`config.mk`:
```
export PLATFORM = sky130hd
export DESIGN_NAME = ex_stage_flat
export DESIGN_NICKNAME = d
export VERILOG_FILES = /design/src/rtl/ex_stage_if.sv /design/src/rtl/ex_stage.sv /design/src/flat_wrapper.sv
export SDC_FILE = /design/constraint.sdc
export NUM_CORES = 2
export LEC_CHECK = 0
export BUFFER_PORTS_ARGS = -buffer_cell sky130_fd_sc_hd__buf_2
export CORE_UTILIZATION = 40
export DETAILED_ROUTE_END_ITERATION = 7
export PLACE_DENSITY_LB_ADDON = 0.12
export SLEW_MARGIN = 20
export SYNTH_ARGS = -nofsm -noshare
export SYNTH_HDL_FRONTEND = slang
export SYNTH_SLANG_ARGS = --single-unit
```
`constraint.sdc`:
```
create_clock -name clk -period 19.1 [get_ports clk]
set_input_delay 3.82 -clock clk [delete_from_list [all_inputs] [get_ports clk]]
set_output_delay 3.82 -clock clk [all_outputs]
set_load 0.02 [all_outputs]
```
`src/rtl/ex_stage_if.sv`:
```
// Shared bittyCore execute-stage opcode definitions and the decode/EX/MEM
// signal bundle used by ex_stage.
package bitty_defs;
   localparam logic [2:0] EXE_RES_NONE    = 3'd0;
   localparam logic [2:0] EXE_RES_LOGIC   = 3'd1;
   localparam logic [2:0] EXE_RES_SHIFT   = 3'd2;
   localparam logic [2:0] EXE_RES_ARITH   = 3'd3;
   localparam logic [2:0] EXE_RES_COMPARE = 3'd4;
   localparam logic [2:0] EXE_RES_MULDIV  = 3'd5;

   localparam logic [7:0] EXE_NOP    = 8'h00;
   localparam logic [7:0] EXE_AND    = 8'h01;
   localparam logic [7:0] EXE_OR     = 8'h02;
   localparam logic [7:0] EXE_XOR    = 8'h03;
   localparam logic [7:0] EXE_SLL    = 8'h04;
   localparam logic [7:0] EXE_SRL    = 8'h05;
   localparam logic [7:0] EXE_SRA    = 8'h06;
   localparam logic [7:0] EXE_ADD    = 8'h07;
   localparam logic [7:0] EXE_SUB    = 8'h08;
   localparam logic [7:0] EXE_SLT    = 8'h09;
   localparam logic [7:0] EXE_SLTU   = 8'h0A;
   localparam logic [7:0] EXE_MUL    = 8'h10;
   localparam logic [7:0] EXE_MULH   = 8'h11;
   localparam logic [7:0] EXE_MULHSU = 8'h12;
   localparam logic [7:0] EXE_MULHU  = 8'h13;
   localparam logic [7:0] EXE_DIV    = 8'h14;
   localparam logic [7:0] EXE_DIVU   = 8'h15;
   localparam logic [7:0] EXE_REM    = 8'h16;
   localparam logic [7:0] EXE_REMU   = 8'h17;
endpackage

interface ex_stage_if;
   logic [7:0]  aluop_i;
   logic [2:0]  alusel_i;
   logic [31:0] reg1_i;
   logic [31:0] reg2_i;
   logic [4:0]  wd_i;
   logic        wreg_i;
   logic        flush_i;
   logic        ex_wreg_o;
   logic [4:0]  ex_wd_o;
   logic [31:0] ex_wdata_o;
   logic        stall_req_o;
   logic        mem_wreg_o;
   logic [4:0]  mem_wd_o;
   logic [31:0] mem_wdata_o;

   modport slave (
      input  aluop_i, alusel_i, reg1_i, reg2_i, wd_i, wreg_i, flush_i,
      output ex_wreg_o, ex_wd_o, ex_wdata_o, stall_req_o,
             mem_wreg_o, mem_wd_o, mem_wdata_o
   );

   modport master (
      output aluop_i, alusel_i, reg1_i, reg2_i, wd_i, wreg_i, flush_i,
      input  ex_wreg_o, ex_wd_o, ex_wdata_o, stall_req_o,
             mem_wreg_o, mem_wd_o, mem_wdata_o
   );
endinterface

```
`src/rtl/ex_stage.sv`:
```
// bittyCore execute stage: single-cycle ALU and multiply, iterative radix-2
// divider that stalls the pipeline, forwarding path and EX/MEM register.
module ex_stage
   import bitty_defs::*;
#(
   parameter int XLEN = 32
) (
   input logic       clk,
   input logic       rst,
   ex_stage_if.slave bus
);

   typedef enum logic [1:0] {
      DIV_IDLE = 2'd0,
      DIV_BUSY = 2'd1,
      DIV_DONE = 2'd2
   } div_state_e;

   div_state_e          state_r;
   div_state_e          state_nxt_s;
   logic                is_div_s;
   logic                is_signed_div_s;
   logic                div_special_s;
   logic                stall_s;
   logic                bubble_s;
   logic [XLEN-1:0]     dividend_mag_s;
   logic [XLEN-1:0]     divisor_mag_s;
   logic [XLEN-1:0]     dvd_r;
   logic [XLEN-1:0]     dvs_r;
   logic [XLEN-1:0]     quot_r;
   logic [XLEN-1:0]     rem_r;
   logic [5:0]          cnt_r;
   logic                neg_q_r;
   logic                neg_r_r;
   logic                want_rem_r;
   logic [XLEN:0]       partial_s;
   logic [XLEN:0]       diff_s;
   logic [XLEN-1:0]     quot_fix_s;
   logic [XLEN-1:0]     rem_fix_s;
   logic [XLEN-1:0]     div_result_s;
   logic [XLEN-1:0]     alu_result_s;
   logic                mul_sign_a_s;
   logic                mul_sign_b_s;
   logic [2*XLEN-1:0]   mul_a_s;
   logic [2*XLEN-1:0]   mul_b_s;
   logic [2*XLEN-1:0]   prod_s;

   // Classify the incoming operation as a divide and whether it is signed
   always_comb begin
      is_div_s        = 1'b0;
      is_signed_div_s = 1'b0;
      if (bus.alusel_i == EXE_RES_MULDIV) begin
         case (bus.aluop_i)
            EXE_DIV, EXE_REM: begin
               is_div_s        = 1'b1;
               is_signed_div_s = 1'b1;
            end
            EXE_DIVU, EXE_REMU: is_div_s = 1'b1;
            default:            is_div_s = 1'b0;
         endcase
      end else begin
         is_div_s = 1'b0;
      end
   end

   assign dividend_mag_s = (is_signed_div_s && bus.reg1_i[XLEN-1]) ?
                           ({XLEN{1'b0}} - bus.reg1_i) : bus.reg1_i;
   assign divisor_mag_s  = (is_signed_div_s && bus.reg2_i[XLEN-1]) ?
                           ({XLEN{1'b0}} - bus.reg2_i) : bus.reg2_i;
   assign div_special_s  = (bus.reg2_i == {XLEN{1'b0}}) ||
                           (is_signed_div_s &&
                            bus.reg1_i == {1'b1, {(XLEN-1){1'b0}}} &&
                            bus.reg2_i == {XLEN{1'b1}});

   // A restore step only happens when the partial is below the divisor, so it fits XLEN bits
   assign partial_s    = {rem_r, dvd_r[XLEN-1]};
   assign diff_s       = partial_s - {1'b0, dvs_r};
   assign quot_fix_s   = neg_q_r ? ({XLEN{1'b0}} - quot_r) : quot_r;
   assign rem_fix_s    = neg_r_r ? ({XLEN{1'b0}} - rem_r) : rem_r;
   assign div_result_s = want_rem_r ? rem_fix_s : quot_fix_s;

   // Sign-extend to 2*XLEN so one unsigned multiply yields every signedness variant
   assign mul_sign_a_s = bus.reg1_i[XLEN-1] &
                         ((bus.aluop_i == EXE_MULH) || (bus.aluop_i == EXE_MULHSU));
   assign mul_sign_b_s = bus.reg2_i[XLEN-1] & (bus.aluop_i == EXE_MULH);
   assign mul_a_s      = {{XLEN{mul_sign_a_s}}, bus.reg1_i};
   assign mul_b_s      = {{XLEN{mul_sign_b_s}}, bus.reg2_i};
   assign prod_s       = mul_a_s * mul_b_s;

   // Result selection by class and operation
   always_comb begin
      alu_result_s = {XLEN{1'b0}};
      case (bus.alusel_i)
         EXE_RES_LOGIC: begin
            case (bus.aluop_i)
               EXE_AND: alu_result_s = bus.reg1_i & bus.reg2_i;
               EXE_OR:  alu_result_s = bus.reg1_i | bus.reg2_i;
               EXE_XOR: alu_result_s = bus.reg1_i ^ bus.reg2_i;
               default: alu_result_s = {XLEN{1'b0}};
            endcase
         end
         EXE_RES_SHIFT: begin
            case (bus.aluop_i)
               EXE_SLL: alu_result_s = bus.reg1_i << bus.reg2_i[4:0];
               EXE_SRL: alu_result_s = bus.reg1_i >> bus.reg2_i[4:0];
               EXE_SRA: alu_result_s = $signed(bus.reg1_i) >>> bus.reg2_i[4:0];
               default: alu_result_s = {XLEN{1'b0}};
            endcase
         end
         EXE_RES_ARITH: begin
            case (bus.aluop_i)
               EXE_ADD: alu_result_s = bus.reg1_i + bus.reg2_i;
               EXE_SUB: alu_result_s = bus.reg1_i - bus.reg2_i;
               default: alu_result_s = {XLEN{1'b0}};
            endcase
         end
         EXE_RES_COMPARE: begin
            case (bus.aluop_i)
               EXE_SLT:  alu_result_s = {{(XLEN-1){1'b0}},
                                         $signed(bus.reg1_i) < $signed(bus.reg2_i)};
               EXE_SLTU: alu_result_s = {{(XLEN-1){1'b0}}, bus.reg1_i < bus.reg2_i};
               default:  alu_result_s = {XLEN{1'b0}};
            endcase
         end
         EXE_RES_MULDIV: begin
            case (bus.aluop_i)
               EXE_MUL:                        alu_result_s = prod_s[XLEN-1:0];
               EXE_MULH, EXE_MULHSU, EXE_MULHU: alu_result_s = prod_s[2*XLEN-1:XLEN];
               EXE_DIV, EXE_DIVU, EXE_REM, EXE_REMU:
                  alu_result_s = (state_r == DIV_DONE) ? div_result_s : {XLEN{1'b0}};
               default:                        alu_result_s = {XLEN{1'b0}};
            endcase
         end
         default: alu_result_s = {XLEN{1'b0}};
      endcase
   end

   // Divider FSM state register
   always_ff @(posedge clk) begin
      if (rst) begin
         state_r <= DIV_IDLE;
      end else begin
         state_r <= state_nxt_s;
      end
   end

   // Divider FSM next-state logic
   always_comb begin
      state_nxt_s = DIV_IDLE;
      if (bus.flush_i) begin
         state_nxt_s = DIV_IDLE;
      end else begin
         case (state_r)
            DIV_IDLE: state_nxt_s = !is_div_s ? DIV_IDLE :
                                    (div_special_s ? DIV_DONE : DIV_BUSY);
            DIV_BUSY: state_nxt_s = (cnt_r == 6'd31) ? DIV_DONE : DIV_BUSY;
            DIV_DONE: state_nxt_s = DIV_IDLE;
            default:  state_nxt_s = DIV_IDLE;
         endcase
      end
   end

   // Divider FSM outputs: stall request and the forwarding bundle
   always_comb begin
      stall_s = 1'b0;
      if (bus.flush_i) begin
         stall_s = 1'b0;
      end else begin
         case (state_r)
            DIV_IDLE: stall_s = is_div_s;
            DIV_BUSY: stall_s = 1'b1;
            DIV_DONE: stall_s = 1'b0;
            default:  stall_s = 1'b0;
         endcase
      end
      bubble_s        = stall_s | bus.flush_i;
      bus.stall_req_o = stall_s;
      bus.ex_wreg_o   = bubble_s ? 1'b0 : bus.wreg_i;
      bus.ex_wd_o     = bus.wd_i;
      bus.ex_wdata_o  = alu_result_s;
   end

   // Divider operand capture and one restoring step per BUSY cycle
   always_ff @(posedge clk) begin
      if (rst) begin
         dvd_r      <= {XLEN{1'b0}};
         dvs_r      <= {XLEN{1'b0}};
         quot_r     <= {XLEN{1'b0}};
         rem_r      <= {XLEN{1'b0}};
         cnt_r      <= 6'd0;
         neg_q_r    <= 1'b0;
         neg_r_r    <= 1'b0;
         want_rem_r <= 1'b0;
      end else begin
         case (state_r)
            DIV_IDLE: begin
               if (is_div_s && !bus.flush_i) begin
                  cnt_r      <= 6'd0;
                  want_rem_r <= (bus.aluop_i == EXE_REM) || (bus.aluop_i == EXE_REMU);
                  if (div_special_s) begin
                     neg_q_r <= 1'b0;
                     neg_r_r <= 1'b0;
                     if (bus.reg2_i == {XLEN{1'b0}}) begin
                        quot_r <= {XLEN{1'b1}};
                        rem_r  <= bus.reg1_i;
                     end else begin
                        quot_r <= {1'b1, {(XLEN-1){1'b0}}};
                        rem_r  <= {XLEN{1'b0}};
                     end
                  end else begin
                     dvd_r   <= dividend_mag_s;
                     dvs_r   <= divisor_mag_s;
                     quot_r  <= {XLEN{1'b0}};
                     rem_r   <= {XLEN{1'b0}};
                     neg_q_r <= is_signed_div_s &
                                (bus.reg1_i[XLEN-1] ^ bus.reg2_i[XLEN-1]);
                     neg_r_r <= is_signed_div_s & bus.reg1_i[XLEN-1];
                  end
               end
            end
            DIV_BUSY: begin
               dvd_r  <= {dvd_r[XLEN-2:0], 1'b0};
               rem_r  <= diff_s[XLEN] ? partial_s[XLEN-1:0] : diff_s[XLEN-1:0];
               quot_r <= {quot_r[XLEN-2:0], ~diff_s[XLEN]};
               cnt_r  <= cnt_r + 6'd1;
            end
            default: begin
               cnt_r <= cnt_r;
            end
         endcase
      end
   end

   // EX/MEM pipeline register; stalls and flushes insert a bubble
   always_ff @(posedge clk) begin
      if (rst || bubble_s) begin
         bus.mem_wreg_o  <= 1'b0;
         bus.mem_wd_o    <= 5'd0;
         bus.mem_wdata_o <= {XLEN{1'b0}};
      end else begin
         bus.mem_wreg_o  <= bus.ex_wreg_o;
         bus.mem_wd_o    <= bus.ex_wd_o;
         bus.mem_wdata_o <= bus.ex_wdata_o;
      end
   end

endmodule

```
`src/flat_wrapper.sv`:
```
// flat-port wrapper written by rule: the top's interface ports become plain ports
module ex_stage_flat import bitty_defs::*;
#(
   parameter int XLEN = 32
)
  (clk, rst, bus_aluop_i, bus_alusel_i, bus_reg1_i, bus_reg2_i, bus_wd_i, bus_wreg_i, bus_flush_i, bus_ex_wreg_o, bus_ex_wd_o, bus_ex_wdata_o, bus_stall_req_o, bus_mem_wreg_o, bus_mem_wd_o, bus_mem_wdata_o);
  ex_stage_if bus_i ();
  input logic clk;
  input logic rst;
  input wire logic [$bits(bus_i.aluop_i)-1:0] bus_aluop_i;
  input wire logic [$bits(bus_i.alusel_i)-1:0] bus_alusel_i;
  input wire logic [$bits(bus_i.reg1_i)-1:0] bus_reg1_i;
  input wire logic [$bits(bus_i.reg2_i)-1:0] bus_reg2_i;
  input wire logic [$bits(bus_i.wd_i)-1:0] bus_wd_i;
  input wire logic [$bits(bus_i.wreg_i)-1:0] bus_wreg_i;
  input wire logic [$bits(bus_i.flush_i)-1:0] bus_flush_i;
  output wire logic [$bits(bus_i.ex_wreg_o)-1:0] bus_ex_wreg_o;
  output wire logic [$bits(bus_i.ex_wd_o)-1:0] bus_ex_wd_o;
  output wire logic [$bits(bus_i.ex_wdata_o)-1:0] bus_ex_wdata_o;
  output wire logic [$bits(bus_i.stall_req_o)-1:0] bus_stall_req_o;
  output wire logic [$bits(bus_i.mem_wreg_o)-1:0] bus_mem_wreg_o;
  output wire logic [$bits(bus_i.mem_wd_o)-1:0] bus_mem_wd_o;
  output wire logic [$bits(bus_i.mem_wdata_o)-1:0] bus_mem_wdata_o;
  assign bus_i.aluop_i = bus_aluop_i;
  assign bus_i.alusel_i = bus_alusel_i;
  assign bus_i.reg1_i = bus_reg1_i;
  assign bus_i.reg2_i = bus_reg2_i;
  assign bus_i.wd_i = bus_wd_i;
  assign bus_i.wreg_i = bus_wreg_i;
  assign bus_i.flush_i = bus_flush_i;
  assign bus_ex_wreg_o = bus_i.ex_wreg_o;
  assign bus_ex_wd_o = bus_i.ex_wd_o;
  assign bus_ex_wdata_o = bus_i.ex_wdata_o;
  assign bus_stall_req_o = bus_i.stall_req_o;
  assign bus_mem_wreg_o = bus_i.mem_wreg_o;
  assign bus_mem_wd_o = bus_i.mem_wd_o;
  assign bus_mem_wdata_o = bus_i.mem_wdata_o;
  ex_stage #(.XLEN(XLEN)) u_core (.clk(clk), .rst(rst), .bus(bus_i));
endmodule
```
==> flow_summary.ini <==
[drt]
ant_nets = 0
drcViolationCount = 0
vias = 54500
first_pass_iters = 6
vias_per_cell = 5.97
wire_per_inst_um = 32.2
wl_um = 294000
drt_iter0_markers = 6230

[global_route]
overflow = 0
antenna_found_initial = 32
grt_max_degree = 80
grt.total_usage = 0.397
first_global_vias = 54200
grt_pass1_wl_um = 413000

[setup_path]
worst_ep_arrival_time_ps = 14550
cpMostUsedCell = fa_1
path_class = input pin to output pin
endpoint_kind = output pin
path_delay_family = adder cells
critPathLaunchType = input pin
crit_buf_inv = 7
crit_required_ps = 15280
slowest_delay_ps = 860
worst-path-max-fanout = 11
worst_path_max_delay_cell = and3_1

[floorplanning]
die-area_um2 = 149000
die_h_um = 385
ios = 161
num_rows = 140
initial_core_util = 0.404
fp.dieW_um = 385
core_area_um2 = 146000

[clock_tree]
clock-root-buffer = clkbuf_16
cts_resized = 0
clock_latency_ps = 560
clockBufferDepth = 2
h-tree-depth = 4
cts_buffers = 17
cts_setup_buffers = 0
clkTransAtPathRegs_ps = 90
cts_tree = yes
hold_buffers = 0
cts.sinks = 177

[logic_synthesis]
ys_seq_area_frac = 0.0602
ys.flop_type = dfxtp_1
synth_top_area_cell = fa_1
synth.most_common_cell = inv_1
synthXorXnorAreaFrac = 0.0310
synthArstFlopShare = 0
avgSynthCellArea_um2 = 8.05
synth-compound-area-share = 0.137
synthTopCellsByCount = 1338 x inv_1, 1128 x fa_1, 1060 x nand2_1
synth.area.mux_share = 0.0343
ys_ff_latch = 177
synth_top_family_by_area = adder cells
postSynthCellCount = 7307
synth_nets = 8866
synth_simple_gate_area_share = 0.160
synth_adder_area_share = 0.458
synth_edf_count = 0
synthDistinctLibCells = 87
ys_warn_count = 0
synthTopCellsByArea = fa_1 38%, inv_1 8.5%, ha_1 7.4%
synth_top_area_share = 0.384
syn-cell-area_um2 = 58800

[layout]
fill_cells = 15000
drive_above_1_share = 0.0747
syn2layout_area_growth_pct = 6.01
layout.nets = 8739
final_cells = 9121
final_util = 0.428

[sta]
tns_ps = 0
max_freq_mhz = 54.4
fin_crit_sh = 0.962
fin_ws_ps = 730
drv_slew = 0
report.final.hold_viol_count = 0
setup_viol = 0
worst_pin_slew_ps = 1300
max_slew_margin = 0.121
timing.final.crit_period_ps = 18370
clock_skew_ps = 57.9
rsz0062_at_grt = no

[placed_design]
routabilityCongestion = 1.09
dp_slack_ps = 821
hpwlAfterDp_um = 234000
numPortBuffers = 160
place_inst = 9078

[hold_path]
hold_class = register to register

[job]
max_cap_violations = 0

[status]
status = finished, final reports clean
==> stage by stage <==
step	hold slack, ps	cell area, um2
floorplan	432	58800
global placement	440	61700
detailed placement	444	61700
CTS	456	62300
global route	477	62300
finish	458	62400
==> cells by family (layout without fill, tap and decap cells) <==
family,after synthesis,in the layout
XOR/XNOR,208,208
AND/OR/NAND/NOR,2202,2202
adder cells (fa/ha/maj),1475,1475
AO/OA/AOI/OAI,1237,1237
multiplexers,142,142
other,0,11
buffers and inverters,1866,1752
flip-flops,177,177
==> worst reg2reg max path: cells and delay by family, from the launching register on <==
| family | cells | cell delay, ps |
|---|---|---|
| simple gates | 3 | 1470 |
| xor+xnor | 1 | 110 |
| flops | 1 | 390 |
| compound gates | 4 | 2250 |
==> sequential cells by signal, indices dropped and copies added, names as in the netlist <==
name and count:
u_core.quot_r 32, u_core.bus.mem_wdata_o 32, u_core.cnt_r 6, u_core.bus.mem_wreg_o 1, u_core.neg_r_r 1, u_core.dvs_r 32, u_core.neg_q_r 1, u_core.dvd_r 32
u_core.bus.mem_wd_o 5, u_core.state_r 2, u_core.rem_r 32, u_core.want_rem_r 1
==> final cells by class <==
class | instances | area (um2) | share of cell area
multi-input combinational | 5264 | 48300 | 0.774
timing repair buffer | 366 | 2420 | 0.0389
sequential | 177 | 3540 | 0.0568
clock buffer | 17 | 425 | 0.00682
tap | 1917 | 2400 | 0.0385
antenna | 11 | 27.5 | 0.000441
clock inverter | 15 | 163 | 0.00261
inverter | 1354 | 5080 | 0.0815
==> final timing paths <==
path	slack, ps	from	cells past startpoint	endpoint
worst max-delay path	730	bus_aluop_i[7]	28	bus_ex_wdata_o[31]
worst min-delay path	460	u_core.dvd_r[2]	2	u_core.dvd_r[2]
worst max register to register	14790	u_core.quot_r[2]	8	u_core.bus.mem_wdata_o[15]
worst min register to register	460	u_core.dvd_r[2]	2	u_core.dvd_r[2]
==> layer usage <==
| layer | part of all wire | global-route usage | vias to the layer above |
|---|---|---|---|
| met5 | 0.00023 | 0 | - |
| met4 | 0.074 | 0.246 | 8 |
| met3 | 0.095 | 0.0873 | 664 |
| met2 | 0.43 | 0.588 | 3101 |
| met1 | 0.41 | 0.525 | 27700 |
| li1 | - | - | 23000 |
==> placed cells by master, fill, tap and decap left out, types with 20 or more instances in the layout <==
| cell | instances |
|---|---|
| nand2b_1 | 24 |
| nor3_1 | 80 |
| a22oi_1 | 54 |
| nand2_1 | 1060 |
| a221oi_1 | 27 |
| nor4_1 | 36 |
| mux2i_1 | 63 |
| inv_1 | 1336 |
| mux4_2 | 44 |
| and2_1 | 59 |
| buf_4 | 207 |
| dfxtp_1 | 177 |
| xor2_1 | 58 |
| a21o_1 | 49 |
| or3_1 | 32 |
| mux2_2 | 35 |
| fa_1 | 1128 |
| ha_1 | 347 |
| nand4_1 | 55 |
| o21bai_1 | 24 |
| o31ai_1 | 44 |
| a31oi_1 | 53 |
| o22ai_1 | 44 |
| o21a_1 | 20 |
| nor2b_1 | 25 |
| o41ai_1 | 22 |
| buf_2 | 154 |
| o211ai_1 | 62 |
| nand3_1 | 94 |
| o21ai_0 | 231 |
| o221ai_1 | 24 |
| a21oi_1 | 357 |
| nor2_1 | 639 |
| a211oi_1 | 78 |
| xnor2_1 | 150 |
Power is not shown: default switching activity piles up to over one toggle a cycle in this logic, so the estimate is an artifact.
